`config.mk`:
```
export PLATFORM = sky130hd
export DESIGN_NAME = safecrack_key_frontend
export DESIGN_NICKNAME = d
export VERILOG_FILES = /design/src/rtl/safecrack_pkg.sv /design/src/rtl/safecrack_sync2.sv /design/src/rtl/safecrack_key_frontend.sv
export SDC_FILE = /design/constraint.sdc
export NUM_CORES = 1
export LEC_CHECK = 0
export ABC_CLOCK_PERIOD_IN_PS = 1980
export BUFFER_PORTS_ARGS = -buffer_cell sky130_fd_sc_hd__buf_2
export CAP_MARGIN = 20
export CORE_ASPECT_RATIO = 1.75
export CORE_MARGIN = 3
export CORE_UTILIZATION = 55
export DETAILED_ROUTE_END_ITERATION = 12
export PLACE_DENSITY = 0.75
export SLEW_MARGIN = 25
export SYNTH_ARGS = -nofsm -noshare
export SYNTH_HDL_FRONTEND = slang
export SYNTH_SLANG_ARGS = --single-unit
```
`constraint.sdc`:
```
create_clock -name clk -period 1.98 [get_ports clk]
set_clock_uncertainty 0.05 [all_clocks]
set_input_delay 0.099 -clock clk [delete_from_list [all_inputs] [get_ports clk]]
set_output_delay 0.099 -clock clk [all_outputs]
set_load 0.005 [all_outputs]
```
`src/rtl/safecrack_pkg.sv`:
```
// Shared types and constants for the safe-lock key front end.
// One-hot FSM encoding, key bus width and default timing parameters.
package safecrack_pkg;

   localparam int KEY_W               = 4;
   localparam int DEF_DEBOUNCE_CYCLES = 250000;
   localparam int DEF_LONG_CYCLES     = 100000000;

   typedef enum logic [3:0] {
      ST_IDLE         = 4'b0001,
      ST_PRESS_WAIT   = 4'b0010,
      ST_HELD         = 4'b0100,
      ST_RELEASE_WAIT = 4'b1000
   } key_state_t;

endpackage

```
`src/rtl/safecrack_sync2.sv`:
```
// Two-flop synchroniser, WIDTH bits, asynchronous reset to 0.
// Latency 2 cycles; no flow control.
module safecrack_sync2 #(
   parameter int WIDTH = 4
) (
   input  logic             clk,
   input  logic             rst,
   input  logic [WIDTH-1:0] d_i,
   output logic [WIDTH-1:0] q_o
);

   logic [WIDTH-1:0] meta_q;
   logic [WIDTH-1:0] sync_q;

   always_ff @(posedge clk or posedge rst) begin
      if (rst) begin
         meta_q <= '0;
         sync_q <= '0;
      end else begin
         meta_q <= d_i;
         sync_q <= meta_q;
      end
   end

   assign q_o = sync_q;

endmodule

```
`src/rtl/safecrack_key_frontend.sv`:
```
// Debounces active-low keys and emits one single-cycle btn code per press episode, plus long-press pulse.
// btn valid DEBOUNCE_CYCLES+3 cycles after a stable key change; no backpressure, outputs registered.
module safecrack_key_frontend
   import safecrack_pkg::*;
#(
   parameter int DEBOUNCE_CYCLES = DEF_DEBOUNCE_CYCLES,
   parameter int LONG_CYCLES     = DEF_LONG_CYCLES
) (
   input  logic             clk,
   input  logic             rst,
   input  logic [KEY_W-1:0] key_n,
   output logic [KEY_W-1:0] btn,
   output logic             long_press,
   output logic             busy
);

   localparam int                CNT_W    = $clog2(DEBOUNCE_CYCLES + 1);
   localparam int                HCNT_W   = $clog2(LONG_CYCLES + 1);
   localparam logic [CNT_W-1:0]  CNT_MAX  = CNT_W'(DEBOUNCE_CYCLES);
   localparam logic [HCNT_W-1:0] HCNT_MAX = HCNT_W'(LONG_CYCLES);

   logic [KEY_W-1:0]  key_raw;
   logic [KEY_W-1:0]  s;

   key_state_t        state_q;
   logic [KEY_W-1:0]  cand_q;
   logic [CNT_W-1:0]  cnt_q;
   logic [HCNT_W-1:0] hcnt_q;
   logic              long_done_q;
   logic [KEY_W-1:0]  btn_q;
   logic              long_q;
   logic              busy_q;

   assign key_raw = ~key_n;

   safecrack_sync2 #(
      .WIDTH (KEY_W)
   ) u_sync (
      .clk (clk),
      .rst (rst),
      .d_i (key_raw),
      .q_o (s)
   );

   // long_done starts set so an episode that was never emitted cannot raise long_press.
   always_ff @(posedge clk or posedge rst) begin
      if (rst) begin
         state_q     <= ST_RELEASE_WAIT;
         cand_q      <= '0;
         cnt_q       <= '0;
         hcnt_q      <= '0;
         long_done_q <= 1'b1;
         btn_q       <= '0;
         long_q      <= 1'b0;
         busy_q      <= 1'b1;
      end else begin
         btn_q  <= '0;
         long_q <= 1'b0;
         case (state_q)
            ST_IDLE: begin
               if (s != '0) begin
                  state_q <= ST_PRESS_WAIT;
                  cand_q  <= s;
                  cnt_q   <= CNT_W'(1);
                  busy_q  <= 1'b1;
               end else begin
                  busy_q  <= 1'b0;
               end
            end
            ST_PRESS_WAIT: begin
               if (s == '0) begin
                  state_q <= ST_IDLE;
                  busy_q  <= 1'b0;
               end else if (s != cand_q) begin
                  cand_q  <= s;
                  cnt_q   <= CNT_W'(1);
               end else if (cnt_q == CNT_MAX) begin
                  btn_q       <= cand_q;
                  hcnt_q      <= HCNT_W'(1);
                  long_done_q <= 1'b0;
                  state_q     <= ST_HELD;
               end else begin
                  cnt_q <= cnt_q + CNT_W'(1);
               end
            end
            ST_HELD: begin
               if (s == '0) begin
                  state_q <= ST_RELEASE_WAIT;
                  cnt_q   <= CNT_W'(1);
               end else if (hcnt_q == HCNT_MAX) begin
                  if (!long_done_q) begin
                     long_q      <= 1'b1;
                     long_done_q <= 1'b1;
                  end
               end else begin
                  hcnt_q <= hcnt_q + HCNT_W'(1);
               end
            end
            ST_RELEASE_WAIT: begin
               if (s != '0) begin
                  state_q <= ST_HELD;
               end else if (cnt_q == CNT_MAX) begin
                  state_q <= ST_IDLE;
                  busy_q  <= 1'b0;
               end else begin
                  cnt_q <= cnt_q + CNT_W'(1);
               end
            end
            default: begin
               state_q <= ST_RELEASE_WAIT;
               busy_q  <= 1'b1;
            end
         endcase
      end
   end

   assign btn        = btn_q;
   assign long_press = long_q;
   assign busy       = busy_q;

endmodule

```
**After elaboration in Yosys (flattened, before gate mapping)**

Index checks and enable logic that the tools add are counted.

- Shift operators: 0
- Multiplexer cells: 43
- Order comparisons: 0
- Reduce and logical (&&, ||, !) cells: 11
- Div/mod/pow operators: 0
- Eq/ne operators: 22
- Bitwise gates (word level): 2
- Add/sub/neg operators: 2
- Multipliers: 0

Operator list:

| kind | count |
|---|---|
| 27-bit two-way mux | 5 |
| 18-bit two-way mux | 6 |
| 18-bit one-hot mux with 4 select lines | 1 |
| 4-bit two-way mux | 14 |
| 27-bit one-hot mux with 2 select lines | 1 |
| 27-bit by 1-bit adder with 27-bit output (second input constant) | 1 |
| 27-bit equality test (second input constant) | 1 |
| 2-bit != test (second input constant) | 12 |
| 18-bit by 1-bit adder with 18-bit output (second input constant) | 1 |
| 18-bit equality test (second input constant) | 1 |
| 4-bit one-hot mux with 4 select lines | 1 |
| 1-bit two-way mux | 12 |
| 6-bit AND reduction | 2 |
| 5-bit AND reduction | 2 |
| 3-bit != test (second input constant) | 3 |
| 4-bit one-hot mux with 2 select lines | 1 |
| 4-bit AND reduction | 2 |
| 4-bit nonzero test | 2 |
| 4-bit by 1-bit equality test with 1-bit output (second input constant) | 1 |
| 4-bit by 2-bit equality test with 1-bit output (second input constant) | 1 |
| 4-bit by 3-bit equality test with 1-bit output (second input constant) | 1 |
| 4-bit equality test (second input constant) | 1 |
| 4-bit zero test | 1 |
| 4-bit != test | 1 |
| 5 further kinds | 6 |

- Output and inout bits: 6
- Register bits after elaboration: 68
- Word-level logic and storage cells: 90
- RAM bits: 0
- ROM bits: 0
- Latch bits: 0
- Input bits: 6
- Memories: 0

**Logic depth before layout (Yosys ltp)**

Gate-level depths: netlist of run 1.

- Depth after elaboration: 5
- Depth in mapped cells: 9
- Depth with buffers taken out: 7

**Hierarchy**

From an unflattened synthesis of run 1, not the netlist that was laid out.

- Cell total of the unflattened synthesis: 386
- Area, all modules: 3667.3 sq um

By module, submodules not included:

| module | instances | cells each | seq. area each (sq um) | area each (sq um) |
|---|---|---|---|---|
| safecrack_key_frontend | 1 | 377 | 1505.2 | 3463.3 |
| safecrack_sync2 | 1 | 9 | 200.2 | 203.9 |

**Worst setup path after synthesis of run 1**

OpenSTA, ideal clock, no wires.

- Path kind: flip-flop to flip-flop
- Start: register state_q[1]
- End: register hcnt_q[9]
- Stages on the path, launching flop included: 9
- Required time: 1.798 ns
- Period minus slack after synthesis: 2.164 ns
- Library setup time: 0.132 ns
- Arrival time: 1.981 ns
- Path buffers: 3
- Path slack: -0.184 ns
- Cell sequence: dfrtp_1 or4b_1 clkbuf_1 nor2_4 o21a_1 or2_1 buf_2 buf_2 a31oi_1

- Word-level cells in the longest chain between the ends: 3
- Elaborated cells between the ends (all ways): 10
- Classes of those cells: 7 x eq/ne; 1 x mux; 2 x reduce/logical

Ends and longest elaborated chain:

| element | RTL line | source |
|---|---|---|
| from (decl) | safecrack_key_frontend.sv:25 | `key_state_t state_q;` |
| from (signal assigned) | safecrack_key_frontend.sv:48 | `state_q <= ST_RELEASE_WAIT;` |
| from (signal assigned) | safecrack_key_frontend.sv:62 | `state_q <= ST_PRESS_WAIT;` |
| from (signal assigned) | safecrack_key_frontend.sv:72 | `state_q <= ST_IDLE;` |
| 4-bit by 3-bit equality test with 1-bit output / 4-bit by 2-bit equality test with 1-bit output (equally long branches) | safecrack_key_frontend.sv:59 | `case (state_q)` |
| 2-bit != test (no line) / 2-bit nonzero test (equally long branches) | -- |  |
| 6-bit AND reduction (no line) | -- |  |
| to (signal assigned) | safecrack_key_frontend.sv:96 | `hcnt_q <= hcnt_q + HCNT_W'(1);` |
| to (decl) | safecrack_key_frontend.sv:28 | `logic [HCNT_W-1:0] hcnt_q;` |

Several ways; a longest one is shown, not always the timed one.
A chain may end at the register's enable or synchronous reset.

**Worst setup path after layout of run 1**

- Start: register cnt_q[1]
- End: register hcnt_q[25]

- Word-level cells in the longest chain between the ends: 3

Ends and longest elaborated chain:

| element | RTL line | source |
|---|---|---|
| from (decl) | safecrack_key_frontend.sv:27 | `logic [CNT_W-1:0] cnt_q;` |
| from (signal assigned) | safecrack_key_frontend.sv:83 | `cnt_q <= cnt_q + CNT_W'(1);` |
| from (signal assigned) | safecrack_key_frontend.sv:106 | `cnt_q <= cnt_q + CNT_W'(1);` |
| 18-bit equality test | safecrack_key_frontend.sv:77 | `end else if (cnt_q == CNT_MAX) begin` |
| 2-bit != test (no line) | -- |  |
| 6-bit AND reduction (no line) | -- |  |

Every way passes these cells.

==> metrics, run 1 <==
Max VDD drop=767 uV; Sw Share=a little under a third; first-pass GRT wire length=~19000 um; Mapped Nets=406; max-slew violation count=0; Fin Setup TNS=-17160 ps; Post-synth EDFFs=0; Num CTS Buffers=9; Setup Crit Path Kind=register to register; clock network power share=between 30 and 40%; Longest Clk Path Bufs=2; Synth Warn #=0; Reg power frac=approximately 33%; First-pass DRT Iterations=5; Avg Inst Size Synth=9.61 um^2; die width=between 60 and 70 um; Core ar.=between 0.006 and 0.007 mm^2; power per cell area=between 800 and 900 mW/mm^2; Critical Path Max Stage Delay=~400 ps; worst slew pin tran=around 640 ps; routed via count=roughly 4000; Syn-to-layout area delta=46.3%; Gate power share=a little under a third; FFs w/ async S/R, synth=between 90% and 100%; worst setup path startpoint=cnt_q[1]$_DFFE_PP0P_; Int Pwr=3.34 mW; Pleak=~2.5 nW; DRT Wirelength=about 14000 um; Final Cycle Share=124%; initial core utilization=57.3%; Critical Path Most Common Cell=nor4b_4; wire length per cell=about 24 um; Nets=around 530; Synth cell types=65; Filler cells=347; clk root buf=clkbuf_16; worst path buffer plus inverter count=3; sequential area share after synthesis=between 40% and 50%; DRC=0; Antenna diodes=0; ys flop type=dfrtp_1; largest net degree at the start of global routing=34; Skew-Pair Late Insertion Delay=340 ps; DP Worst Slack=-254 ps; CTS tree=yes; total power=between 4 and 5 mW; outcome=finished, violations left; share of cells above drive strength 1=41.3%; FF+latch count, synth=68; input/output buffers=11; Remaining Overflow, GRT=0; DR iter-0 viols=around 430; GRT Total Usage=about a third; Die Span Y=approximately 120 um; final core utilization=a little over four fifths; H-tree depth=3; clock-pin slew on the worst setup and hold paths=60 ps; max cap viols=0; violated checks=negative setup slack; Post-Syn Instances=about 400; Slowest cell on crit path=dfrtp_1; initial antenna violation count=0; Fmax achieved=0.406 GHz; antenna viol nets, final=0; setup violators final=59; CP cell instances=inv_1 -> ha_1 -> nor4b_4 -> nand4b_1 -> buf_6 -> nor4b_4 -> buf_4 -> nor2_2 -> a211o_1; vias in the first global route=between 4000 and 5000; RSZ-0062 raised after global routing=true; reg-to-reg startpoint=cnt_q[1]$_DFFE_PP0P_; die area=0.00799 mm^2; net switching power=between 1.5 and 2 mW; Synth Cell Area=0.00380 mm^2; Crit Path Max Fanout=4; gpl congestion=~0.95; critical path arrival=about 2600 ps; Hold Crit Class=input pin to asynchronous set/reset pin; Ports=12; Final HPWL DP=7430 um; Core Rows=39; CP required=approximately 2200 ps; CTS Sinks=68; Crit. End Element=register; Crit path max-delay family=simple AND/OR/NAND/NOR gates; Final WS setup=-481 ps; Final Hold Fails=0; clock period minus final worst setup slack=2460 ps; via/cell ratio=between 6 and 7; startpoint types=register; Slew headroom=between 50% and 60%
## state kept, by name, summed over array words and instances, names as in the netlist
register	flops
btn	4
busy	1
cand_q	4
cnt_q	18
hcnt_q	27
long_done_q	1
long_press	1
state_q	4
u_sync.meta_q	4
u_sync.q_o	4
## cells by family (layout without fill, tap and decap cells)
group	after synthesis	count (layout)	share of synthesized area, %
AOI/OAI and AO/OA	80	80	14.7
xor gates and xnor gates	10	10	2.30
adders and majority gates	4	4	1.32
buffers and inverters	38	162	4.41
DFF	68	68	44.8
muxes	15	15	4.08
and+or+nand+nor	181	182	28.4
## power groups by stage
| stage | combinational, mW | clock [mW] | sequential (mW) |
|---|---|---|---|
| floorplan | 0.664 | 0 | 1.59 |
| global placement | 1.08 | 0 | 1.59 |
| detailed placement | 1.13 | 0 | 1.60 |
| CTS | 1.27 | 1.74 | 1.58 |
| global route | 1.61 | 1.82 | 1.61 |
| finish | 1.55 | 1.75 | 1.60 |
## worst min-delay path, cell delays in order
cell and delay [ps]:
dlygate4sd3_1 540, buf_2 130, inv_2 340
## through the flow
stage	instances	area [um^2]	hold slack [ps]
final	603	5570	296
after global routing	603	5570	322
after CTS	600	5340	275
after detailed placement	561	4660	80.6
after global placement	561	4660	74.4
after floorplan	396	3910	108
## final cells by class
type	instances	area, um^2	share of cell area (%)
repair buffers	129	1060	19.0
flip-flops and latches	68	1710	30.7
multi-input cells	291	2310	41.6
clock inverters	4	72.6	1.30
clock buffers	12	246	4.43
inverters	17	63.8	1.15
well taps	82	103	1.84
## placed cells by master, fill, tap and decap left out, drive strengths merged, types with 6 or more instances in the layout
cell type	n
buf	124
o21a	7
nand2b	11
nand4	16
a21oi	16
xnor2	9
and2	6
nor4	14
inv	17
clkbuf	12
o21ai	10
nor4b	6
nor3	12
dfrtp	65
or4	7
nor2	27
nand2	32
mux2i	11
nand3	21
a31oi	14
o31ai	6
## layer usage
layer	global-route usage [%]	up-vias	wire [um]
li1	-	1721	-
met1	30.8	1983	4720
met2	57.7	243	7540
met3	7.08	88	807
met4	25.1	0	1190
met5	0	-	0
## path summary, 6_finish.rpt
path / endpoint / slack, ps / cells past startpoint
setup / recovery: hcnt_q[25]$_DFFE_PP0P_ / -480 / 9
hold / removal: btn[1]$_DFF_PP0_ / 300 / 3
setup reg to reg: hcnt_q[25]$_DFFE_PP0P_ / -480 / 9
hold reg to reg: u_sync.q_o[2]$_DFF_PP0_ / 300 / 0
max in group asynchronous: hcnt_q[13]$_DFFE_PP0P_ / 960 / 4
min in group clk: u_sync.q_o[2]$_DFF_PP0_ / 300 / 0
## synth_stat cells, types with 2 or more instances
cell | instances | share of area [%]
dfrtp_1 | 65 | 43
nand2_1 | 32 | 3.2
nor2_1 | 25 | 2.5
nand3_1 | 21 | 2.8
inv_1 | 17 | 1.7
a21oi_1 | 16 | 2.1
nand4_1 | 16 | 2.6
a31oi_1 | 14 | 2.3
nor3_1 | 12 | 1.6
nor4_1 | 12 | 2.0
clkbuf_1 | 11 | 1.1
mux2i_1 | 11 | 2.9
nand2b_1 | 11 | 1.8
xnor2_1 | 9 | 2.1
o21ai_0 | 8 | 1.1
buf_2 | 7 | 0.92
o21a_1 | 7 | 1.4
or4_1 | 7 | 1.4
and2_1 | 6 | 0.99
o31ai_1 | 6 | 1.2
and4_1 | 5 | 1.2
a41oi_1 | 4 | 0.92
ha_1 | 4 | 1.3
mux2_2 | 4 | 1.2
a211oi_1 | 3 | 0.59
and3_1 | 3 | 0.49
dfstp_2 | 3 | 2.1
nor4b_1 | 3 | 0.69
or2_2 | 3 | 0.49
or4b_1 | 3 | 0.79
a2111oi_0 | 2 | 0.46
a21boi_0 | 2 | 0.39
a21boi_1 | 2 | 0.39
buf_6 | 2 | 0.59
nand3b_1 | 2 | 0.39
nand4b_1 | 2 | 0.46
nor2_4 | 2 | 0.59
nor3b_1 | 2 | 0.39
nor4b_2 | 2 | 0.79
nor4bb_1 | 2 | 0.53
o21ai_2 | 2 | 0.46
o31a_1 | 2 | 0.46
or2b_1 | 2 | 0.39
## timing repair
action	CTS	global route
hold endpoints to repair	20	0
resized for setup	41	53
hold buffers	5	0
pin swaps	17	15
setup buffers	15	5
endpoints found under the setup margin	56	58
gates cloned	3	1
(Power assumes the default switching activity.)
==> inputs of run 2 (changes only) <==
ABC_CLOCK_PERIOD_IN_PS = 2500   (was 1980)
PLACE_DENSITY = 0.72   (was 0.75)
clock period = 2.5 ns   (was 1.98 ns; I/O delays follow)
==> run 2 against run 1 <==
  * The flow now finishes without violations
  * Global-route usage shrank 6.6 points
  * Final area shrank 20%
  * Core utilization shrank 17 points
  * Sequential power shrank 18%
  * Clock power shrank 22%
  * Fmax grew 5.6%
  * Via count shrank 21%
  * Sequential share of layout area grew 7.7 points
  * Critical endpoint is now cnt_q[12]$_DFFE_PP0P_
  * Largest cell class unchanged
==> metrics, run 2 (synthesis results as in run 1) <==
Sw Share=approximately 29%; clock period minus final worst setup slack=about 2300 ps; Antenna diodes=0; max cap viols=0; startpoint types=register; total power=3.28 mW; Num CTS Buffers=9; leading cell type in the layout, fill and taps excluded=dfrtp_1; outcome=completed; DRT Wirelength=slightly below 9000 um; Fmax achieved=approximately 0.43 GHz; routed via count=approximately 3200; net switching power=a little under 1 mW; largest net degree at the start of global routing=between 40 and 50; Largest Register=hcnt_q; critical path arrival=around 2500 ps; vias in the first global route=roughly 3300; Pleak=1.93 nW; Slew headroom=between 50 and 60%; via/cell ratio=6.22; setup violators final=0; Ports=12; Setup Crit Path Kind=register to register; clk root buf=clkbuf_16; worst slew pin tran=around 640 ps; CTS Sinks=68; Longest Clk Path Bufs=2; initial antenna violation count=0; H-tree depth=3; Int Pwr=2.32 mW; Max VDD drop=between 600 and 700 uV; DR iter-0 viols=~220; biggest regs=hcnt_q x27, cnt_q x18; die area=roughly 0.0080 mm^2; first-pass GRT wire length=15400 um; Final Cycle Share=93.2%; Die Span Y=~120 um; Nets=435; share of cells above drive strength 1=17.4%; antenna viol nets, final=0; Fin Setup TNS=0 ps; power per cell area=between 700 and 800 mW/mm^2; input/output buffers=11; Final Hold Fails=0; GRT Total Usage=approximately 26%; Crit Path Max Fanout=13; Hold Crit Class=register to register; Filler cells=between 500 and 600; max-slew violation count=0; post-route insts no fill=around 510; Reg power frac=between 30% and 40%; Syn-to-layout area delta=16.7%; clock-pin slew on the worst setup and hold paths=roughly 60 ps; initial core utilization=57.3%; Final HPWL DP=6130 um; Remaining Overflow, GRT=0; commonest cells after routing, fill and taps aside=dfrtp_1, nand2_1, nor2_1, nand3_1, buf_4; gpl congestion=approximately 0.90; First-pass DRT Iterations=4; Core Rows=39; Cells after DPL=roughly 490; die width=68.9 um; max reg flops=27; Gate power share=around 19%; clock network power share=between 40% and 50%; RSZ-0062 raised after global routing=false; wire length per cell=between 15 and 20 um; Crit. End Element=register; DRC=0; CP required=between 2000 and 3000 ps; final core utilization=roughly two thirds; Core ar.=0.00664 mm^2; CTS tree=yes; Skew-Pair Late Insertion Delay=340 ps
[run 2: cell count changes in the layout (fill, tap and decap cells not counted), moves of 5 or more]
cell     before  now
nand2_1      27   32
nor3_1        7   12
buf_4        91   21
nor4_4        6    1
buf_6        17    0
nor4_1        7   12
[run 2: power groups by stage]
stage	Clock [mW]	Sequential, mW	Combinational [mW]
floorplan	0	1.26	0.462
finish	1.37	1.31	0.608
global placement	0	1.31	0.575
global route	1.44	1.33	0.684
detailed placement	0	1.32	0.587
CTS	1.39	1.30	0.598
[run 2: final timing paths]
kind | start | end | slack [ps] | cells after the start
max | state_q[2]$_DFFE_PP0P_ | cnt_q[12]$_DFFE_PP0P_ | 170 | 5
min | u_sync.meta_q[2]$_DFF_PP0_ | u_sync.q_o[2]$_DFF_PP0_ | 300 | 0
max reg2reg | state_q[2]$_DFFE_PP0P_ | cnt_q[12]$_DFFE_PP0P_ | 170 | 5
min reg2reg | u_sync.meta_q[2]$_DFF_PP0_ | u_sync.q_o[2]$_DFF_PP0_ | 300 | 0
max in group asynchronous | rst | busy$_DFFE_PP1P_ | 1330 | 4
min in group asynchronous | rst | hcnt_q[15]$_DFFE_PP0P_ | 380 | 3
[run 2: repair_timing]
action / in CTS / in global routing
hold buffers: 5 / 0
buffers inserted: 0 / 2
endpoints found under the setup margin: 0 / 4
hold endpoints to repair: 32 / 0
gates resized for setup: 0 / 3
[run 2: layout make-up]
class	instances	area (um^2)	area share, %
Multi-Input combinational cell	290	1950	43.9
Sequential cell	68	1710	38.4
Timing Repair Buffer	39	303	6.82
Clock buffer	11	243	5.47
Tap cell	82	103	2.31
Clock inverter	5	75.1	1.69
Inverter	17	63.8	1.44
[run 2: layer usage]
layer	part of all wire (%)	track usage, %
met4	3.0	13.4
met3	3.4	7.08
met1	39	28.1
met2	55	44.6
met5	0	0
[run 2: critical path, stage by stage (launching register included)]
cell	delay, ps
dfrtp_1	510
or4b_1	580
nor2_4	150
and3b_2	310
or4_1	490
a21boi_1	160
[run 2: through the flow]
stage / setup WS, ps / instance area [um^2] / hold WS, ps
after global placement: 198 / 4040 / 197
after detailed placement: 127 / 4040 / 209
after CTS: 129 / 4410 / 301
after global routing: 41.5 / 4440 / 312
after floorplan: 336 / 3800 / 134
final: 170 / 4440 / 302
==> inputs of run 3 (changes only) <==
ABC_CLOCK_PERIOD_IN_PS = 2200   (was 2500)
GPL_TIMING_DRIVEN = 0   (was default)
clock period = 2.2 ns   (was 2.5 ns; I/O delays follow)
==> run 3 against run 2 <==
  * The flow now finishes with violations (negative setup slack)
  * Register-to-register slack got worse by 180 ps
  * Critical path depth rose by 3
  * Die area did not move
  * Critical endpoint is now hcnt_q[11]$_DFFE_PP0P_
==> metrics, run 3 (synthesis results as in run 1) <==
Slowest cell on crit path=dfrtp_1; DRT Wirelength=around 10000 um; DR iter-0 viols=~310; setup violators final=1; Remaining Overflow, GRT=0; reg-to-reg startpoint=cnt_q[3]$_DFFE_PP0P_; CP required=roughly 2400 ps; GRT Total Usage=27.3%; antenna viol nets, final=0; met3 routed WL=341 um; Core Rows=39; clock-pin slew on the worst setup and hold paths=60 ps; leading cell type in the layout, fill and taps excluded=dfrtp_1; Slew headroom=~61%; die area=0.00799 mm^2; DRC=0; Hold Crit Class=input pin to asynchronous set/reset pin; CTS tree=yes; Final WS setup=-7.07 ps; Core ar.=between 0.006 and 0.007 mm^2; design area=about 0.0050 mm^2; max reg flops=27; first-pass GRT wire length=roughly 16000 um; total power=around 4.1 mW; share of cells above drive strength 1=30.9%; die width=between 60 and 70 um; Skew-Pair Late Insertion Delay=roughly 340 ps; Syn-to-layout area delta=30.8%; clk root buf=clkbuf_16; via/cell ratio=~6.3; Nets=about 470; Cells after DPL=490; biggest regs=hcnt_q x27, cnt_q x18; input/output buffers=11; Final Hold Fails=0; gpl congestion=0.897; wire length per cell=about 19 um; violated checks=negative setup slack; worst reg2reg path depth=8; top layer in use=met4; Ports=12; Die Span Y=between 100 and 150 um; CTS Sinks=slightly below 70; Num CTS Buffers=9; initial antenna violation count=0; post-route insts no fill=545; Critical Path Max Stage Delay=480 ps; Crit Path Max Fanout=8; vias in the first global route=about 3500; WL met2=between 5000 and 6000 um; Fin Setup TNS=-7.07 ps; CP cell instances=nor4b_4 -> nand4b_1 -> buf_6 -> nor4b_4 -> or2_1 -> buf_6 -> clkbuf_16 -> a31oi_1; critical path arrival=2370 ps; Crit. End Element=register; Final Cycle Share=100%; Reg-to-Reg End=hcnt_q[11]$_DFFE_PP0P_; metal1 wirelength=3820 um; Final HPWL DP=around 6300 um; Pleak=around 2.2 nW; initial core utilization=a little under three fifths; Fmax achieved=0.453 GHz; Setup Crit Path Kind=register to register; Longest Clk Path Bufs=2; worst slew pin tran=roughly 600 ps; startpoint types=register; H-tree depth=3; max-slew violation count=0; largest net degree at the start of global routing=36; First-pass DRT Iterations=5; Crit path max-delay family=simple AND/OR/NAND/NOR gates; Largest Register=hcnt_q; Filler cells=~460; Max VDD drop=approximately 730 uV; commonest cells after routing, fill and taps aside=dfrtp_1, nand2_1, buf_4, nor2_1, nand3_1; max cap viols=0; RSZ-0062 raised after global routing=true; Antenna diodes=0; Area after DPL=around 0.004 mm^2; outcome=finished, violations left; power per cell area=slightly above 800 mW/mm^2; clock period minus final worst setup slack=around 2200 ps; reg-to-reg slack, setup=-7 ps; routed via count=around 3400; worst path buffer plus inverter count=3
-- run 3: repair_timing --
item	4_1_cts	5_1_grt
pin swaps	14	12
setup buffers	27	10
gates resized for setup	34	48
hold buffers	5	0
setup endpoints to repair	49	46
endpoints found under the hold margin	35	0
cloned	0	1
-- run 3: per-layer routing --
layer	GRT usage (%)	up-vias
met3	6.79	32
li1	-	1603
met5	0	-
met1	29.7	1726
met2	47.4	87
met4	13.7	0
-- run 3: how the worst max path moves through the flow --
stage | slack (ps) | cells past startpoint | startpoint | to
6_report | -7 | 8 | cnt_q[3]$_DFFE_PP0P_ | hcnt_q[11]$_DFFE_PP0P_
5_1_grt | -100 | 7 | cnt_q[3]$_DFFE_PP0P_ | state_q[2]$_DFFE_PP0P_
4_1_cts | 5 | 6 | state_q[0]$_DFFE_PP0P_ | cnt_q[12]$_DFFE_PP0P_
2_1_floorplan | 40 | 8 | state_q[1]$_DFFE_PP0P_ | hcnt_q[9]$_DFFE_PP0P_
3_5_place_dp | -540 | 9 | cnt_q[0]$_DFFE_PP0P_ | hcnt_q[8]$_DFFE_PP0P_
3_3_place_gp | -490 | 2 | rst | cnt_q[6]$_DFFE_PP0P_
-- run 3: stage by stage --
| stage | hold slack, ps | utilization [%] | setup WS, ps |
|---|---|---|---|
| finish | 287 | 75.0 | -7.07 |
| global route | 302 | 75.0 | -98.5 |
| CTS | 292 | 70.5 | 5.49 |
| detailed placement | 106 | 60.0 | -541 |
| global placement | 203 | 59.7 | -494 |
| floorplan | 119 | - | 36.4 |
-- run 3: area by class of cell --
| cell class | count | area [um^2] | area share (%) |
|---|---|---|---|
| Clock inverter | 3 | 43.8 | 0.880 |
| Multi-Input combinational cell | 290 | 2180 | 43.8 |
| Timing Repair Buffer | 55 | 468 | 9.40 |
| Inverter | 17 | 66.3 | 1.33 |
| Buffer | 17 | 136 | 2.74 |
| Clock buffer | 13 | 270 | 5.43 |
| Tap cell | 82 | 103 | 2.06 |
| Sequential cell | 68 | 1710 | 34.4 |
-- run 3: tightest hold or removal path, delay by kind of cell --
kind                   cells  cell delay (ps)
buffers and inverters      3              990
-- run 3: power by group --
part	switching [mW]	internal, mW	leakage [nW]
clock	0.533	0.970	0.156
sequential	0.108	1.34	0.906
combinational	0.606	0.566	1.09
